File: src/rtl/mem_stage_sb_pkg.sv
`default_nettype none
// +--------------------------------------------------------------------+
// | mem_stage_sb_pkg                                                    |
// | Shared op-bit positions, load FSM states, memory-port owner codes   |
// | and the store byte-strobe helper for the MEM stage.                 |
// | Revision: 1.0                                                       |
// +--------------------------------------------------------------------+
package mem_stage_sb_pkg;

  localparam int LOAD_OP_W  = 7;
  localparam int STORE_OP_W = 4;

  // Load op one-hot bit positions: {lb,lbu,lh,lhu,lw,lwu,ld}
  localparam int LD_LB  = 6;
  localparam int LD_LBU = 5;
  localparam int LD_LH  = 4;
  localparam int LD_LHU = 3;
  localparam int LD_LW  = 2;
  localparam int LD_LWU = 1;
  localparam int LD_LD  = 0;

  // Store op one-hot bit positions: {sb,sh,sw,sd}
  localparam int ST_SB = 3;
  localparam int ST_SH = 2;
  localparam int ST_SW = 1;
  localparam int ST_SD = 0;

  typedef enum logic [1:0] {
    LS_IDLE = 2'd0,
    LS_REQ  = 2'd1,
    LS_RDW  = 2'd2,
    LS_DONE = 2'd3
  } load_state_t;

  typedef enum logic [1:0] {
    OWN_NONE  = 2'd0,
    OWN_LOAD  = 2'd1,
    OWN_STORE = 2'd2
  } port_owner_t;

  // Byte enables for a store, computed at 64-bit lane width; RV32 users
  // keep the low four bits (sd never occurs there).
  function automatic logic [7:0] store_strobe(input logic [STORE_OP_W-1:0] op,
                                              input logic [2:0]            off);
    logic [7:0] s;
    s = 8'h00;
    if (op[ST_SB])      s = 8'h01 << off;
    else if (op[ST_SH]) s = 8'h03 << {off[2:1], 1'b0};
    else if (op[ST_SW]) s = 8'h0F << {off[2], 2'b00};
    else if (op[ST_SD]) s = 8'hFF;
    return s;
  endfunction

endpackage
`default_nettype wire

File: src/rtl/mem_stage_sb_store_buffer.sv
`default_nettype none
// +--------------------------------------------------------------------+
// | mem_stage_sb_store_buffer                                           |
// | Posted-store FIFO with a per-entry word-address compare used to     |
// | detect load-after-store hazards against any pending entry.          |
// | Revision: 1.0                                                       |
// +--------------------------------------------------------------------+
module mem_stage_sb_store_buffer #(
  parameter int XLEN  = 32,
  parameter int DEPTH = 4
) (
  input  logic              clk,
  input  logic              rst,
  input  logic              enq,
  input  logic [XLEN-1:0]   enq_addr,
  input  logic [XLEN-1:0]   enq_data,
  input  logic [XLEN/8-1:0] enq_strb,
  input  logic              deq,
  input  logic [XLEN-1:0]   cmp_addr,
  output logic [XLEN-1:0]   head_addr,
  output logic [XLEN-1:0]   head_data,
  output logic [XLEN/8-1:0] head_strb,
  output logic              full,
  output logic              empty,
  output logic              hazard
);

  localparam int PTR_W = $clog2(DEPTH);

  logic [XLEN-1:0]   addr_mem [DEPTH];
  logic [XLEN-1:0]   data_mem [DEPTH];
  logic [XLEN/8-1:0] strb_mem [DEPTH];
  logic [DEPTH-1:0]  valid;
  logic [DEPTH-1:0]  match;
  logic [PTR_W-1:0]  head;
  logic [PTR_W-1:0]  tail;
  logic [PTR_W:0]    count;

  assign full      = (count == (PTR_W+1)'(DEPTH));
  assign empty     = (count == '0);
  assign head_addr = addr_mem[head];
  assign head_data = data_mem[head];
  assign head_strb = strb_mem[head];
  assign hazard    = |match;

  // Every occupied entry, including the one currently being written out,
  // blocks a load to the same word.
  for (genvar i = 0; i < DEPTH; i++) begin : g_cmp
    assign match[i] = valid[i] && (addr_mem[i] == cmp_addr);
  end

  // Pointer, occupancy and per-entry valid bookkeeping; reset discards stores.
  always_ff @(posedge clk) begin
    if (rst) begin
      head  <= '0;
      tail  <= '0;
      count <= '0;
      valid <= '0;
    end else begin
      if (enq) begin
        tail        <= tail + 1'b1;
        valid[tail] <= 1'b1;
      end
      if (deq) begin
        head        <= head + 1'b1;
        valid[head] <= 1'b0;
      end
      if (enq && !deq)      count <= count + 1'b1;
      else if (!enq && deq) count <= count - 1'b1;
    end
  end

  // Entry payload storage; contents are only meaningful while valid.
  always_ff @(posedge clk) begin
    if (enq) begin
      addr_mem[tail] <= enq_addr;
      data_mem[tail] <= enq_data;
      strb_mem[tail] <= enq_strb;
    end
  end

endmodule
`default_nettype wire

File: src/rtl/mem_stage_sb.sv
`default_nettype none
// +--------------------------------------------------------------------+
// | mem_stage_sb                                                        |
// | MEM pipeline stage (exe -> mem -> wb) with a posted store buffer,   |
// | one shared valid/ready memory port and ID-stage forwarding.         |
// | Revision: 1.0                                                       |
// +--------------------------------------------------------------------+
module mem_stage_sb
  import mem_stage_sb_pkg::*;
#(
  parameter int XLEN     = 32,
  parameter int SB_DEPTH = 4
) (
  input  logic                  clk,
  input  logic                  rst,
  input  logic                  in_valid,
  input  logic [31:0]           in_pc,
  input  logic [XLEN-1:0]       in_alu_result,
  input  logic [XLEN-1:0]       in_wdata,
  input  logic [LOAD_OP_W-1:0]  in_load_op,
  input  logic [STORE_OP_W-1:0] in_store_op,
  input  logic [4:0]            in_dest,
  input  logic                  in_rf_wen,
  input  logic                  wb_allowin,
  output logic                  mem_allowin,
  output logic                  out_valid,
  output logic [31:0]           out_pc,
  output logic [XLEN-1:0]       out_result,
  output logic [4:0]            out_dest,
  output logic                  out_rf_wen,
  output logic                  out_is_mem,
  output logic                  fw_valid,
  output logic                  fw_ready,
  output logic                  fw_is_load,
  output logic [4:0]            fw_dest,
  output logic [XLEN-1:0]       fw_data,
  output logic [XLEN-1:0]       mem_addr,
  output logic                  mem_read,
  output logic                  mem_write,
  input  logic                  mem_req_ready,
  output logic [XLEN-1:0]       mem_wdata,
  output logic [XLEN/8-1:0]     mem_wstrb,
  input  logic [XLEN-1:0]       rdata,
  input  logic                  rdata_valid,
  output logic                  rdata_ready,
  output logic                  sb_empty
);

  localparam int STRB = XLEN / 8;
  localparam int OFF  = $clog2(STRB);

  // Stage registers
  logic                  mem_valid;
  logic [31:0]           pc_q;
  logic [XLEN-1:0]       alu_q;
  logic [XLEN-1:0]       wdata_q;
  logic [LOAD_OP_W-1:0]  load_q;
  logic [STORE_OP_W-1:0] store_q;
  logic [4:0]            dest_q;
  logic                  rf_wen_q;

  logic                  is_load;
  logic                  is_store;
  logic                  ready_go;
  logic                  leave;
  logic                  load_entry;

  load_state_t           lstate;
  load_state_t           lstate_nxt;
  port_owner_t           owner;
  port_owner_t           owner_eff;
  logic [XLEN-1:0]       rdata_q;

  logic [XLEN-1:0]       word_addr;
  logic [STRB-1:0]       store_strb;
  logic [XLEN-1:0]       lane;
  logic [XLEN-1:0]       load_ext;

  logic                  sb_enq;
  logic                  sb_deq;
  logic                  sb_full;
  logic                  sb_hazard;
  logic [XLEN-1:0]       sb_head_addr;
  logic [XLEN-1:0]       sb_head_data;
  logic [STRB-1:0]       sb_head_strb;

  assign is_load    = |load_q;
  assign is_store   = |store_q;
  assign word_addr  = {alu_q[XLEN-1:OFF], {OFF{1'b0}}};
  assign store_strb = STRB'(store_strobe(store_q, 3'(alu_q[OFF-1:0])));

  // A store retires as soon as the buffer has room; a load only once its
  // data has been captured.
  assign ready_go    = is_load  ? (lstate == LS_DONE) :
                       is_store ? !sb_full : 1'b1;
  assign mem_allowin = !mem_valid || (ready_go && wb_allowin);
  assign out_valid   = mem_valid && ready_go;
  assign leave       = out_valid && wb_allowin;
  assign load_entry  = in_valid && mem_allowin && (|in_load_op);

  assign sb_enq      = mem_valid && is_store && !sb_full && wb_allowin;
  assign sb_deq      = (owner_eff == OWN_STORE) && mem_req_ready;

  // Stage registers capture a new instruction whenever the stage can accept.
  always_ff @(posedge clk) begin
    if (rst) begin
      mem_valid <= 1'b0;
      pc_q      <= '0;
      alu_q     <= '0;
      wdata_q   <= '0;
      load_q    <= '0;
      store_q   <= '0;
      dest_q    <= '0;
      rf_wen_q  <= 1'b0;
    end else begin
      if (mem_allowin) mem_valid <= in_valid;
      if (in_valid && mem_allowin) begin
        pc_q     <= in_pc;
        alu_q    <= in_alu_result;
        wdata_q  <= in_wdata;
        load_q   <= in_load_op;
        store_q  <= in_store_op;
        dest_q   <= in_dest;
        rf_wen_q <= in_rf_wen;
      end
    end
  end

  // Load FSM state register.
  always_ff @(posedge clk) begin
    if (rst) lstate <= LS_IDLE;
    else     lstate <= lstate_nxt;
  end

  // Load FSM next state; a load arriving as the previous one leaves goes
  // straight back to REQ.
  always_comb begin
    lstate_nxt  = lstate;
    rdata_ready = 1'b0;
    case (lstate)
      LS_IDLE: if (load_entry) lstate_nxt = LS_REQ;
      LS_REQ:  if (mem_read && mem_req_ready) lstate_nxt = LS_RDW;
      LS_RDW: begin
        rdata_ready = 1'b1;
        if (rdata_valid) lstate_nxt = LS_DONE;
      end
      LS_DONE: if (leave) lstate_nxt = load_entry ? LS_REQ : LS_IDLE;
      default: lstate_nxt = LS_IDLE;
    endcase
  end

  // Read data is held locally so the result stays stable while WB stalls.
  always_ff @(posedge clk) begin
    if (rst)                                   rdata_q <= '0;
    else if (lstate == LS_RDW && rdata_valid)  rdata_q <= rdata;
  end

  // Port arbitration: an unlocked port is granted combinationally (load
  // first, unless it hits a pending store), then locked until accepted.
  always_comb begin
    owner_eff = owner;
    if (owner == OWN_NONE) begin
      if (lstate == LS_REQ && !sb_hazard) owner_eff = OWN_LOAD;
      else if (!sb_empty)                 owner_eff = OWN_STORE;
    end
  end

  // Lock the owner while its request waits so it is never withdrawn.
  always_ff @(posedge clk) begin
    if (rst)                owner <= OWN_NONE;
    else if (mem_req_ready) owner <= OWN_NONE;
    else                    owner <= owner_eff;
  end

  assign mem_read  = (owner_eff == OWN_LOAD);
  assign mem_write = (owner_eff == OWN_STORE);
  assign mem_addr  = mem_read  ? word_addr :
                     mem_write ? sb_head_addr : '0;
  assign mem_wdata = mem_write ? sb_head_data : '0;
  assign mem_wstrb = mem_write ? sb_head_strb : '0;

  assign lane = rdata_q >> {alu_q[OFF-1:0], 3'b000};

  // Narrow the addressed lane to the load width with the right extension.
  always_comb begin
    load_ext = lane;
    if (load_q[LD_LB])       load_ext = XLEN'(signed'(lane[7:0]));
    else if (load_q[LD_LBU]) load_ext = XLEN'(lane[7:0]);
    else if (load_q[LD_LH])  load_ext = XLEN'(signed'(lane[15:0]));
    else if (load_q[LD_LHU]) load_ext = XLEN'(lane[15:0]);
    else if (load_q[LD_LW])  load_ext = XLEN'(signed'(lane[31:0]));
    else if (load_q[LD_LWU]) load_ext = XLEN'(lane[31:0]);
  end

  assign out_result = is_load ? load_ext : alu_q;
  assign out_pc     = pc_q;
  assign out_dest   = dest_q;
  assign out_rf_wen = rf_wen_q;
  assign out_is_mem = is_load || is_store;

  assign fw_valid   = mem_valid && rf_wen_q;
  assign fw_ready   = ready_go;
  assign fw_is_load = mem_valid && is_load;
  assign fw_dest    = dest_q;
  assign fw_data    = out_result;

  mem_stage_sb_store_buffer #(
    .XLEN  (XLEN),
    .DEPTH (SB_DEPTH)
  ) u_sb (
    .clk       (clk),
    .rst       (rst),
    .enq       (sb_enq),
    .enq_addr  (word_addr),
    .enq_data  (wdata_q),
    .enq_strb  (store_strb),
    .deq       (sb_deq),
    .cmp_addr  (word_addr),
    .head_addr (sb_head_addr),
    .head_data (sb_head_data),
    .head_strb (sb_head_strb),
    .full      (sb_full),
    .empty     (sb_empty),
    .hazard    (sb_hazard)
  );

endmodule
`default_nettype wire
File: config.mk
export PLATFORM = sky130hd
export DESIGN_NAME = mem_stage_sb
export DESIGN_NICKNAME = d
export VERILOG_FILES = /design/src/rtl/mem_stage_sb_pkg.sv /design/src/rtl/mem_stage_sb_store_buffer.sv /design/src/rtl/mem_stage_sb.sv
export SDC_FILE = /design/constraint.sdc
export NUM_CORES = 1
export LEC_CHECK = 0
export CAP_MARGIN = 0
export CORE_MARGIN = 5
export CORE_UTILIZATION = 57
export CTS_BUF_LIST = sky130_fd_sc_hd__clkbuf_16
export CTS_CLUSTER_DIAMETER = 200
export DETAILED_ROUTE_END_ITERATION = 16
export GPL_ROUTABILITY_DRIVEN = 0
export PLACE_DENSITY_LB_ADDON = 0.12
export SETUP_SLACK_MARGIN = 0.05
export SYNTH_ARGS = -nofsm -noshare
export SYNTH_HDL_FRONTEND = slang
export SYNTH_SLANG_ARGS = --single-unit
export TNS_END_PERCENT = 20
File: constraint.sdc
create_clock -name clk -period 7.1 [get_ports clk]
set_input_delay 1.42 -clock clk [delete_from_list [all_inputs] [get_ports clk]]
set_output_delay 1.42 -clock clk [all_outputs]
set_load 0.03 [all_outputs]
==> flow_summary.ini <==
[synthesis]
async_flop_share_pct = 0
yosys.area.top_type_share_pct = 41.8
synth_area_leaders = edfxtp_1 (42%), dfxtp_1 (17%), mux4_2 (7.8%)
yosys_most_used_dff = edfxtp_1
synth_edf_count = 264
synth_area_per_cell_um2 = 12.0
yosysWarnings = 0
synth_most_common_cell = nand2_1
ys_ff_latch = 427
syn_area_um2 = 19000
ys_seq_area_share_pct = 59.0
synth_largest_area_cell = edfxtp_1
netlist_instances = 1584
ys_top_cells_by_count = nand2_1 (308), edfxtp_1 (264), a21oi_1 (182)
synth.distinct_cells = 53

[sta]
setup_violations = 0
max_freq_ghz = 0.169
fin_crit_ns = 5.91
finalHoldViolations = 0
rsz0062_at_grt = false
period_share_pct = 83.2
drv_slew = 0
finalClockSkew_ns = 0.0112
worst_slew_pin_slew_ns = 1.12
relSlewSlack_pct = 25.1
tns_ns = 0
fin_ws_ns = 1.19
fin_hold_ws_ns = 0.452

[drt]
num_vias = 13504
firstDrtPassIters = 6
drtIter0Drc = 1191
drc = 0
via_per_inst = 5.87
wl_per_cell_um = 23.2
wl_mm = 53.4
ant_nets = 0

[finish]
multi_input_area_um2 = 6850
drive_above_1_share_pct = 9.52
diodes = 0
nNetsFinal = 1991
fill_cells = 2371
synthToLayoutAreaGrowth_pct = 24.0
seqCellArea_um2 = 11200

[clock_network]
postCtsSetupBuffers = 0
cts_tree = yes
ctsResizeCount = 0
clock_latency_ns = 0.55
clock_path_buffers = 3
cts_hold_buf = 0
clk_pin_slew_ns = 0.06
cts_sinks = 427
cts_root_buf = clkbuf_16
cts_htree_levels = 2
cts_buffers = 44

[worst_setup_path]
start_kind = flop
crit_arrival_ns = 4.49
r2r_cells = 13
critPathKind = flop to output port
end_kind = output port
r2r_slack_ns = 3.20
crit_path_max_fanout = 38
crit_required_ns = 5.68

[pwr]
internal_power_uw = 5100
ir_drop_v = 0.000274
p_leak_uw = 0.00790
p_comb_share_pct = 34.6
sw_frac_of_total_pct = 34.8
p_seq_share_pct = 37.4
power_frac_clock_pct = 28.0
p_sw_uw = 2720
power_density_nw_per_um2 = 333

[grt]
grtUsageTotal_pct = 28.4
grt_pass1_vias = 13311
grt_pass1_wl_mm = 80.3
antenna_found_initial = 1
grt_start_max_net_pins = 89
grt_remaining_overflow = 0

[placement]
port-buffer-count = 333
hpwl_mm = 37.0
dp_slack_ns = 1.82

[hold_path]
holdPathStages = 2
hp-class = flop to flop

[outcome]
status = completed

[flow_run]
drv_cap = 0

[floorplanning]
coreArea_um2 = 32700
start_util_pct = 58.0
dieArea_um2 = 37000
placementRows = 66
fp.dieH_um = 192
io_pins = 336
die_w_um = 192
==> stage by stage <==
stage / power, uW / std cells / area, um2 / util [%]
after floorplan: 4660 / 1585 / 19000 / -
after global routing: 8130 / 2302 / 23500 / 71.9
after CTS: 7860 / 2302 / 23500 / 71.9
after detailed placement: 5680 / 2221 / 22100 / 67.7
after global placement: 5650 / 2221 / 22100 / 67.7
final: 7820 / 2302 / 23500 / 71.9
==> state kept, by name, summed over array words and instances, names as in the netlist, 2 cells and up, named ones only <==
| signal | cells |
|---|---|
| out_pc | 32 |
| fw_dest | 5 |
| u_sb.count | 3 |
| u_sb.addr_mem | 120 |
| alu_q | 32 |
| rdata_q | 32 |
| owner | 2 |
| lstate | 2 |
| store_q | 4 |
| u_sb.data_mem | 128 |
| u_sb.valid | 4 |
| wdata_q | 32 |
| u_sb.head | 2 |
| load_q | 7 |
| u_sb.tail | 2 |
| u_sb.strb_mem | 16 |
==> critical path: stages (launching register included) <==
cell and delay, ns:
dfxtp_1 0.72, xnor2_1 0.20, nand4_1 0.13, nor4_1 0.05, a211oi_1 0.35, a311o_2 0.93, inv_1 0.35, buf_4 0.34
a22o_1 0.25, clkdlybuf4s50_1 0.59
==> final timing paths <==
kind         startpoint            end
min          out_pc[29]     out_pc[29]
min reg2reg  out_pc[29]     out_pc[29]
max           alu_q[16]   mem_addr[19]
max reg2reg   alu_q[16]  u_sb.count[2]
==> layer usage <==
metal	global-route usage [%]	vias to the layer above	part of all wire, %
met4	10.6	2	4.0
li1	-	6085	-
met5	0	-	0.024
met3	4.97	127	7.7
met1	37.9	6638	39
met2	46.9	652	49
==> cell type report <==
type | count | area share, %
Clock buffer | 44 | 4.69
Clock inverter | 37 | 1.15
Tap cell | 442 | 2.35
Multi-Input combinational cell | 985 | 29.1
Inverter | 14 | 0.224
Sequential cell | 427 | 47.6
Timing Repair Buffer | 353 | 14.8
==> logic make-up after synthesis <==
family,synth area share [%]
multiplexers,9.43
XOR/XNOR,5.68
AO/OA/AOI/OAI,8.63
other,0.0198
buffers and inverters,4.93
flip-flops,59.0
adder cells (fa/ha/maj),1.03
AND/OR/NAND/NOR,11.2
==> cell usage in the layout, fill, tap and decap left out, types with 11 or more instances in the layout <==
master | Yosys | layout
nor4_1 | 14 | 14
mux2_2 | 15 | 15
dfxtp_1 | 163 | 161
o22a_1 | 16 | 16
xnor2_1 | 110 | 110
ha_1 | 14 | 14
nor2_1 | 50 | 50
nor2b_1 | 47 | 47
clkdlybuf4s50_1 | 0 | 332
nand4_1 | 27 | 27
a22o_1 | 32 | 32
a21oi_1 | 182 | 182
clkbuf_16 | 0 | 44
a211oi_1 | 11 | 11
mux4_2 | 66 | 66
mux2i_1 | 11 | 11
xor2_1 | 13 | 13
buf_4 | 41 | 21
edfxtp_1 | 264 | 264
nand2_1 | 308 | 307
o21ai_0 | 17 | 17
inv_1 | 14 | 28
==> power groups by stage <==
| stage | sequential [uW] | combinational [uW] | clock [uW] |
|---|---|---|---|
| 6_report | 2920 | 2710 | 2190 |
| 5_1_grt | 2940 | 2850 | 2330 |
| 4_1_cts | 2920 | 2720 | 2210 |
| 3_5_place_dp | 2980 | 2700 | 0 |
| 3_3_place_gp | 2970 | 2680 | 0 |
| 2_1_floorplan | 2890 | 1770 | 0 |
Note: power is estimated with default switching activity, not from simulation.
